## config.mk

```make
export PLATFORM = sky130hd
export DESIGN_NAME = spi_fpga_slave_sync
export DESIGN_NICKNAME = d
export VERILOG_FILES = /design/src/rtl/spi_fpga_slave_sync.sv
export SDC_FILE = /design/constraint.sdc
export NUM_CORES = 1
export LEC_CHECK = 0
export CAP_MARGIN = 40
export CORE_ASPECT_RATIO = 0.75
export CORE_UTILIZATION = 41
export CTS_BUF_LIST = sky130_fd_sc_hd__clkbuf_4 sky130_fd_sc_hd__clkbuf_8
export CTS_CLUSTER_SIZE = 40
export DETAILED_ROUTE_END_ITERATION = 6
export GPL_TIMING_DRIVEN = 0
export PLACE_DENSITY = 0.66
export SLEW_MARGIN = 10
export SYNTH_ARGS = -nofsm -noshare
export SYNTH_HDL_FRONTEND = slang
export SYNTH_SLANG_ARGS = --single-unit
export TNS_END_PERCENT = 100
```

## constraint.sdc

```tcl
create_clock -name IN_CLOCK -period 1.4 [get_ports IN_CLOCK]
set_input_delay 0.28 -clock IN_CLOCK [delete_from_list [all_inputs] [get_ports IN_CLOCK]]
set_output_delay 0.28 -clock IN_CLOCK [all_outputs]
set_load 0.05 [all_outputs]
```

## src/rtl/spi_fpga_slave_sync.sv

```systemverilog
// SPI slave running entirely in the fabric clock domain. SCLK, CS and MOSI
// are oversampled through two-flop synchronizers; SCLK/CS edges are found
// by comparing the synchronized value against one extra history flop.
//
// state | meaning
// ------+-----------------------------------------------------------
// IDLE  | CS inactive, MISO not driven, SCLK edges ignored
// SHIFT | CS active, packs shifted in/out, back-to-back allowed
`timescale 1ns/1ps

module spi_fpga_slave_sync #(
    parameter int   CLOCK_FREQUENCY            = 50000000,
    parameter int   PACK_LENGTH                = 8,
    parameter logic CPOL                       = 1'b1,
    parameter logic CPHA                       = 1'b0,
    parameter int   PACK_BIT_SEQUENCE_TRANSMIT = 0,
    parameter int   PACK_BIT_SEQUENCE_RECEIVE  = 1,
    parameter int   PACK_LENGTH_LOG_2          = $clog2(PACK_LENGTH) + 1
) (
    input  logic                   IN_CLOCK,
    input  logic                   IN_RESET_N,
    input  logic                   IN_SCLK,
    input  logic                   IN_CS,
    input  logic                   IN_MOSI,
    input  logic [PACK_LENGTH-1:0] IN_TRANSMIT_DATA,
    output logic                   OUT_MISO,
    output logic                   OUT_MISO_OE,
    output logic [PACK_LENGTH-1:0] OUT_RECEIVE_DATA,
    output logic                   OUT_RECEIVE_VALID,
    output logic                   OUT_TRANSMIT_LOADED,
    output logic                   OUT_BUSY,
    output logic                   OUT_FRAME_ERROR
);

    localparam int CW = PACK_LENGTH_LOG_2;
    localparam logic [CW-1:0] CNT_LAST = CW'(PACK_LENGTH);
    localparam logic [CW-1:0] CNT_ONE  = CW'(1);

    // Parameter sanity: the SCLK timing limits are relative to CLOCK_FREQUENCY,
    // so a non-positive value can only be a configuration mistake.
    if (PACK_LENGTH < 2) begin : g_bad_pack_length
        $error("PACK_LENGTH must be at least 2");
    end
    if (CLOCK_FREQUENCY <= 0) begin : g_bad_clock_frequency
        $error("CLOCK_FREQUENCY must be positive");
    end
    if ((1 << PACK_LENGTH_LOG_2) <= PACK_LENGTH) begin : g_bad_counter_width
        $error("PACK_LENGTH_LOG_2 too small to hold PACK_LENGTH");
    end

    typedef enum logic {
        IDLE  = 1'b0,
        SHIFT = 1'b1
    } state_t;

    state_t state;
    state_t state_next;

    logic sclk_meta, sclk_sync, sclk_hist;
    logic cs_meta, cs_sync, cs_hist;
    logic mosi_meta, mosi_sync;

    logic sclk_lead, sclk_trail, cs_fall, cs_rise;
    logic sample_edge, shift_edge;

    logic start, stop, do_sample, do_shift, busy;

    logic [PACK_LENGTH-1:0] tx_sr;
    logic [PACK_LENGTH-1:0] rx_sr;
    logic [PACK_LENGTH-1:0] rx_next;
    logic [CW-1:0]          cnt;
    logic [CW-1:0]          cnt_inc;
    logic                   miso;
    logic [PACK_LENGTH-1:0] rx_data;
    logic                   rx_valid;
    logic                   tx_loaded;
    logic                   frame_err;

    // Bit presented first on MISO from a given pack image.
    function automatic logic tx_first(input logic [PACK_LENGTH-1:0] x);
        return (PACK_BIT_SEQUENCE_TRANSMIT != 0) ? x[PACK_LENGTH-1] : x[0];
    endfunction

    // Pack image with the just-presented bit consumed.
    function automatic logic [PACK_LENGTH-1:0] tx_advance(input logic [PACK_LENGTH-1:0] x);
        return (PACK_BIT_SEQUENCE_TRANSMIT != 0) ? {x[PACK_LENGTH-2:0], 1'b0}
                                                 : {1'b0, x[PACK_LENGTH-1:1]};
    endfunction

    // Two-flop synchronizers plus history flops, reset to bus idle levels.
    always_ff @(posedge IN_CLOCK or negedge IN_RESET_N) begin
        if (!IN_RESET_N) begin
            sclk_meta <= CPOL;
            sclk_sync <= CPOL;
            sclk_hist <= CPOL;
            cs_meta   <= 1'b1;
            cs_sync   <= 1'b1;
            cs_hist   <= 1'b1;
            mosi_meta <= 1'b0;
            mosi_sync <= 1'b0;
        end else begin
            sclk_meta <= IN_SCLK;
            sclk_sync <= sclk_meta;
            sclk_hist <= sclk_sync;
            cs_meta   <= IN_CS;
            cs_sync   <= cs_meta;
            cs_hist   <= cs_sync;
            mosi_meta <= IN_MOSI;
            mosi_sync <= mosi_meta;
        end
    end

    assign sclk_lead   = (sclk_sync != CPOL) && (sclk_hist == CPOL);
    assign sclk_trail  = (sclk_sync == CPOL) && (sclk_hist != CPOL);
    assign cs_fall     = !cs_sync && cs_hist;
    assign cs_rise     = cs_sync && !cs_hist;
    assign sample_edge = CPHA ? sclk_trail : sclk_lead;
    assign shift_edge  = CPHA ? sclk_lead : sclk_trail;

    // State register.
    always_ff @(posedge IN_CLOCK or negedge IN_RESET_N) begin
        if (!IN_RESET_N) begin
            state <= IDLE;
        end else begin
            state <= state_next;
        end
    end

    // Next-state logic: CS alone opens and closes a transfer window.
    always_comb begin
        state_next = state;
        case (state)
            IDLE:    if (cs_fall) state_next = SHIFT;
            SHIFT:   if (cs_rise) state_next = IDLE;
            default: state_next = IDLE;
        endcase
    end

    // Per-state control decode; a CS release masks any coincident SCLK edge.
    always_comb begin
        start     = 1'b0;
        stop      = 1'b0;
        do_sample = 1'b0;
        do_shift  = 1'b0;
        busy      = 1'b0;
        case (state)
            IDLE: begin
                start = cs_fall;
            end
            SHIFT: begin
                busy      = 1'b1;
                stop      = cs_rise;
                do_sample = !cs_rise && sample_edge;
                do_shift  = !cs_rise && shift_edge;
            end
            default: begin
                busy = 1'b0;
            end
        endcase
    end

    assign rx_next = (PACK_BIT_SEQUENCE_RECEIVE != 0) ? {rx_sr[PACK_LENGTH-2:0], mosi_sync}
                                                      : {mosi_sync, rx_sr[PACK_LENGTH-1:1]};
    assign cnt_inc = cnt + CNT_ONE;

    // Shift datapath, pack hand-off and strobes.
    // In CPHA=0 the first bit must already be on MISO before the first
    // leading edge, so it is consumed at load; in CPHA=1 the leading edge
    // presents it. At pack completion the full image is reloaded so the
    // next shift edge presents the new pack's first bit.
    always_ff @(posedge IN_CLOCK or negedge IN_RESET_N) begin
        if (!IN_RESET_N) begin
            tx_sr     <= '0;
            rx_sr     <= '0;
            cnt       <= '0;
            miso      <= 1'b0;
            rx_data   <= '0;
            rx_valid  <= 1'b0;
            tx_loaded <= 1'b0;
            frame_err <= 1'b0;
        end else begin
            rx_valid  <= 1'b0;
            tx_loaded <= 1'b0;
            frame_err <= 1'b0;
            if (start) begin
                tx_sr     <= CPHA ? IN_TRANSMIT_DATA : tx_advance(IN_TRANSMIT_DATA);
                miso      <= CPHA ? 1'b0 : tx_first(IN_TRANSMIT_DATA);
                rx_sr     <= '0;
                cnt       <= '0;
                tx_loaded <= 1'b1;
            end else if (stop) begin
                miso      <= 1'b0;
                cnt       <= '0;
                frame_err <= (cnt != '0);
            end else begin
                if (do_sample) begin
                    rx_sr <= rx_next;
                    if (cnt_inc == CNT_LAST) begin
                        rx_data   <= rx_next;
                        rx_valid  <= 1'b1;
                        cnt       <= '0;
                        tx_sr     <= IN_TRANSMIT_DATA;
                        tx_loaded <= 1'b1;
                    end else begin
                        cnt <= cnt_inc;
                    end
                end
                if (do_shift) begin
                    miso  <= tx_first(tx_sr);
                    tx_sr <= tx_advance(tx_sr);
                end
            end
        end
    end

    assign OUT_MISO            = miso;
    assign OUT_MISO_OE         = busy;
    assign OUT_BUSY            = busy;
    assign OUT_RECEIVE_DATA    = rx_data;
    assign OUT_RECEIVE_VALID   = rx_valid;
    assign OUT_TRANSMIT_LOADED = tx_loaded;
    assign OUT_FRAME_ERROR     = frame_err;

endmodule
```

## After elaboration in Yosys (flattened, before gate mapping)

Index checks and enable logic that the tools add are counted.

- Multiplexer cells: 30
- Bitwise operators: 5
- Reduce and logical (&&, ||, !) cells: 18
- Equal/unequal tests: 2
- $add $sub $neg: 1

Operator list:

| kind | count |
|---|---|
| $mux 8 | 5 |
| $mux 7 | 3 |
| $mux 1 | 17 |
| $mux 4 | 4 |
| $reduce_bool 3->1 | 4 |
| $logic_and 1x1->1 | 6 |
| $not 1->1 | 5 |
| $add 4x1->4 const B | 1 |
| $eq 4x4->1 const B | 1 |
| $reduce_and 4->1 | 1 |
| $reduce_bool 4->1 | 1 |
| $logic_not 1->1 | 3 |
| $reduce_and 3->1 | 1 |
| $ne 2x2->1 const B | 1 |
| $pmux 1 s2 | 1 |
| $reduce_and 2->1 | 1 |
| $reduce_bool 2->1 | 1 |

- Flip-flop bits (word level): 40
- Bits of input ports: 13
- Word-level logic and storage cells: 73
- Output and inout bits: 14

## Longest topological paths before layout

- Depth after elaboration: 9
- Gate-level depth with buffers: 6
- Gate-level depth less buffers: 4

## Least setup slack after synthesis

OpenSTA, ideal clock, no wires.

- Kind: flip-flop to flip-flop
- Start point: register state
- End point: register cnt[0]
- Period minus slack after synthesis: 1727 ps
- Path buffers: 2
- Stages on the path, launching flop included: 7
- Library setup time: 121 ps
- Arrival time: 1606 ps
- Path slack: -327 ps
- Data required time: 1279 ps
- Path through: dfrtp_1 > buf_6 > or3b_1 > buf_6 > nand2_2 > nor2_1 > a22o_1

- Word-level cells in the longest chain between the ends: 3
- Elaborated cells between the ends (all ways): 6
- Those cells by class: 5 x mux; 1 x reduce/logical

RTL lines:

| element | RTL line | source |
|---|---|---|
| start, declared | 56 | `state_t state;` |
| start signal, assigned | 125 | `state <= state_next;` |
| $mux 1 | 146 | `case (state)` |
| $mux 4 | 191 | `end else if (stop) begin` |
| $mux 4 | 185 | `if (start) begin` |
| end signal, assigned | 205 | `cnt <= cnt_inc;` |
| end, declared | 71 | `logic [CW-1:0] cnt;` |

Several ways; a longest one is shown, not always the timed one.
A chain may end at the register's enable or synchronous reset.

## Worst setup path after layout

- Start point: register cnt[0]
- End point: register rx_data[0], in the netlist OUT_RECEIVE_DATA[0]

- Word-level cells in the longest chain between the ends: 3

RTL lines:

| element | RTL line | source |
|---|---|---|
| $add 4x1->4 | 164 | `assign cnt_inc = cnt + CNT_ONE;` |
| $eq 4x4->1 | 198 | `if (cnt_inc == CNT_LAST) begin` |
| $reduce_and 4->1 (no line) | - |  |
| end signal, assigned | 199 | `rx_data <= rx_next;` |
| end, declared | 74 | `logic [PACK_LENGTH-1:0] rx_data;` |

Every way passes these cells.

==> summary.md <==
| Metric | Value |
|---|---|
| Status | finished, violations left |
| Violated checks | negative setup slack |
| First-pass GRT wire length | 6575 um |
| Max-slew violations | 0 |
| Final hold violation count | 0 |
| DRC violations left | 0 |
| Gate Count Post-Synth | 149 |
| Synth Register Bits | 40 |
| Post-Place Worst Slack | -0.2278 ns |
| Post-synth EDFFs | 0 |
| Clock buffer count from CTS | 5 |
| GRT Residual Overflow | 0 |
| H-tree depth | 2 |
| Largest net degree at the start of global routing | 25 |
| # fillers | 331 |
| Post-synthesis sequential area ratio | 0.5652 |
| Io pins | 27 |
| Area growth from synthesis to layout | 43.90% |
| Worst-Margin Slew | 0.4516 ns |
| Layout cell share with drive strength beyond 1 | 0.4455 |
| Sum Neg Setup Slack | -2.827 ns |
| Rel. slew slack | 0.6986 |
| Avg Inst Size Synth | 11.97 um^2 |
| Fin worst setup slack | -0.1852 ns |
| Pleak | 1.180 nW |
| Clock latency on the worst-skew pair | 0.28 ns |
| Diodes inserted | 0 |
| Top FF cell, synth | dfrtp_1 |
| Reg clk slew, reported paths | 0.07 ns |
| Vias in the first global route | 1401 |
| Crit path max fanout | 6 |
| Initial Utilization | 0.4348 |
| Ranking of synthesized cells by area | dfrtp_1, dfstp_2, mux2_4, nand3_1, nand2_1 |
| CTS tree | built |
| Critical Path RT | 1.56 ns |
| Finish-stage setup viols | 28 |
| Final Non-Filler Cells | 257 |
| GRT Total Usage | 0.1914 |
| Die W | 78.17 um |
| WHS | 0.3511 ns |
| Vias | 1353 |
| Post-synth cell types | 39 |
| Sink Count | 40 |
| Maximum clock path buffer count | 2 |
| Mapped Nets | 164 |
| Post-DP HPWL | 2449 um |
| Startpoint Class | flip-flop |
| Initial antenna violation count | 0 |
| Detailed-router iteration count before antenna repair | 4 |
| Largest area contributor in the netlist | dfrtp_1 |
| Final Cycle Share | 1.132 |
| Ys async rst share | 1.000 |
| CTS root buf | clkbuf_8 |
| RSZ-0062 raised after global routing | yes |
| Fmax | 630.8 MHz |
| Buffers on Ports | 26 |
| Hold Crit Class | reg2reg |
| GP Congestion | 0.7670 |
| Routed WL per cell | 15.09 um |
| PD cells | 1060 mW/mm^2 |
| Setup CP Type | reg2reg |
| Tmin final | 1.585 ns |
| Die Area | 0.004622 mm^2 |
| Core area | 0.004104 mm^2 |
| Drt total wl | 3879 um |
| Detail Route Antenna Nets | 0 |
| Placed insts | 231 |
| Mapped Area | 0.001784 mm^2 |
| Initial DRC count | 76 |
| Maximum vdd drop | 0.0007310 V |
| Worst setup EP type | flip-flop |
| Vias/cell | 5.265 |
| Worst EP arrival | 1.75 ns |
| Max_cap viols | 0 |
| Post-synth top area share | 0.4769 |
| Synth Warn # | 0 |
| Nets@finish | 216 |
| Die height | 59.13 um |
| Setup Skew | 0.01051 ns |
| FP Rows | 20 |
==> final cells by class <==
class                           instances  area [um^2]  share of cell area
Multi-Input combinational cell         90        782.0              0.3046
Buffer                                  7        87.58             0.03411
Sequential cell                        40         1012              0.3942
Clock buffer                            6        76.32             0.02973
Inverter                               12        45.04             0.01754
Clock inverter                          2        35.03             0.01365
Timing Repair Buffer                   45        460.4              0.1793
Tap cell                               55        68.82             0.02680
==> where the power goes <==
| group | internal (W) | switching, W |
|---|---|---|
| registers | 0.00126 | 0.0000750 |
| clock network | 0.000548 | 0.000376 |
| logic | 0.000219 | 0.000241 |
| total | 0.00203 | 0.000692 |
==> logic make-up (layout without fill, tap and decap cells) <==
| family | count (synthesis) | after routing | synth area share |
|---|---|---|---|
| mux | 9 | 9 | 0.07293 |
| fa+ha+maj | 3 | 3 | 0.01963 |
| compound gates | 26 | 26 | 0.1115 |
| buf+inv | 20 | 72 | 0.06732 |
| flops | 40 | 40 | 0.5652 |
| simple gates | 50 | 51 | 0.1585 |
| xor+xnor | 1 | 1 | 0.004910 |
==> sequential cells by signal, indices dropped and copies added (netlist names) <==
name                 count
OUT_FRAME_ERROR          1
OUT_MISO                 1
OUT_RECEIVE_DATA         8
OUT_RECEIVE_VALID        1
OUT_TRANSMIT_LOADED      1
cnt                      4
cs_hist                  1
cs_meta                  1
cs_sync                  1
mosi_meta                1
mosi_sync                1
rx_sr                    7
sclk_hist                1
sclk_meta                1
sclk_sync                1
state                    1
tx_sr                    8
==> stage by stage <==
stage | util | power [W] | cell area (um^2)
2_1_floorplan | - | 0.001575 | 1795
3_3_place_gp | 0.5177 | 0.001704 | 2125
3_5_place_dp | 0.5232 | 0.001733 | 2147
4_1_cts | 0.6131 | 0.002723 | 2516
5_1_grt | 0.6256 | 0.002852 | 2567
6_report | 0.6256 | 0.002721 | 2567
==> layout by cell type (no fill, tap or decap), types with 6 or more instances in the layout <==
master and n:
o211ai_1 8, inv_1 11, buf_6 9, buf_4 12, clkdlybuf4s15_2 11, nand3_1 8, nand3_2 7, mux2_4 8
a22oi_1 7, nand2_1 15, dfrtp_1 31, clkdlybuf4s50_1 11, dfstp_2 6
==> worst paths after layout <==
path,startpoint,to,slack (ns),cells past startpoint
min in group asynchronous,IN_RESET_N,tx_sr[5]$_DFFE_PN0P_,0.48,2
hold / removal,mosi_meta$_DFF_PN0_,mosi_sync$_DFF_PN0_,0.35,0
max in group asynchronous,IN_RESET_N,OUT_RECEIVE_DATA[0]$_DFFE_PN0P_,0.45,3
setup reg to reg,cnt[0]$_DFFE_PN0P_,OUT_RECEIVE_DATA[0]$_DFFE_PN0P_,-0.19,5
hold reg to reg,mosi_meta$_DFF_PN0_,mosi_sync$_DFF_PN0_,0.35,0
setup / recovery,cnt[0]$_DFFE_PN0P_,OUT_RECEIVE_DATA[0]$_DFFE_PN0P_,-0.19,5
==> timing repair <==
| action | in CTS | in global routing |
|---|---|---|
| pin swaps | 22 | 5 |
| hold buffers | 1 | 0 |
| gates cloned | 1 | 0 |
| hold endpoints to repair | 10 | 0 |
| setup endpoints to repair | 41 | 32 |
| resized for setup | 66 | 16 |
| setup buffers | 14 | 4 |
==> worst max-delay path: stages, from the launching register on <==
cell and delay, ns:
dfrtp_2 0.45, and3b_2 0.24, o211a_1 0.23, buf_8 0.15
nand2_8 0.09, mux2_4 0.30
==> cells in the mapped netlist (all sizes together), types with 2 or more instances <==
cell type   n
a22o        2
o211ai      9
inv        12
ha          2
nand2      18
dfrtp      34
nand4       2
nand3      15
mux2        8
dfstp       6
a22oi       7
buf         7
o21ai       3
nor2        4
nand4b      2
==> layer usage <==
metal,global-route usage,part of all wire,up-vias
li1,-,-,631
met1,0.2470,0.46,694
met2,0.3283,0.50,26
met3,0.05077,0.038,2
met4,0.04233,0.0059,0
met5,0,0,-
Power figures use the tool's default switching activity.
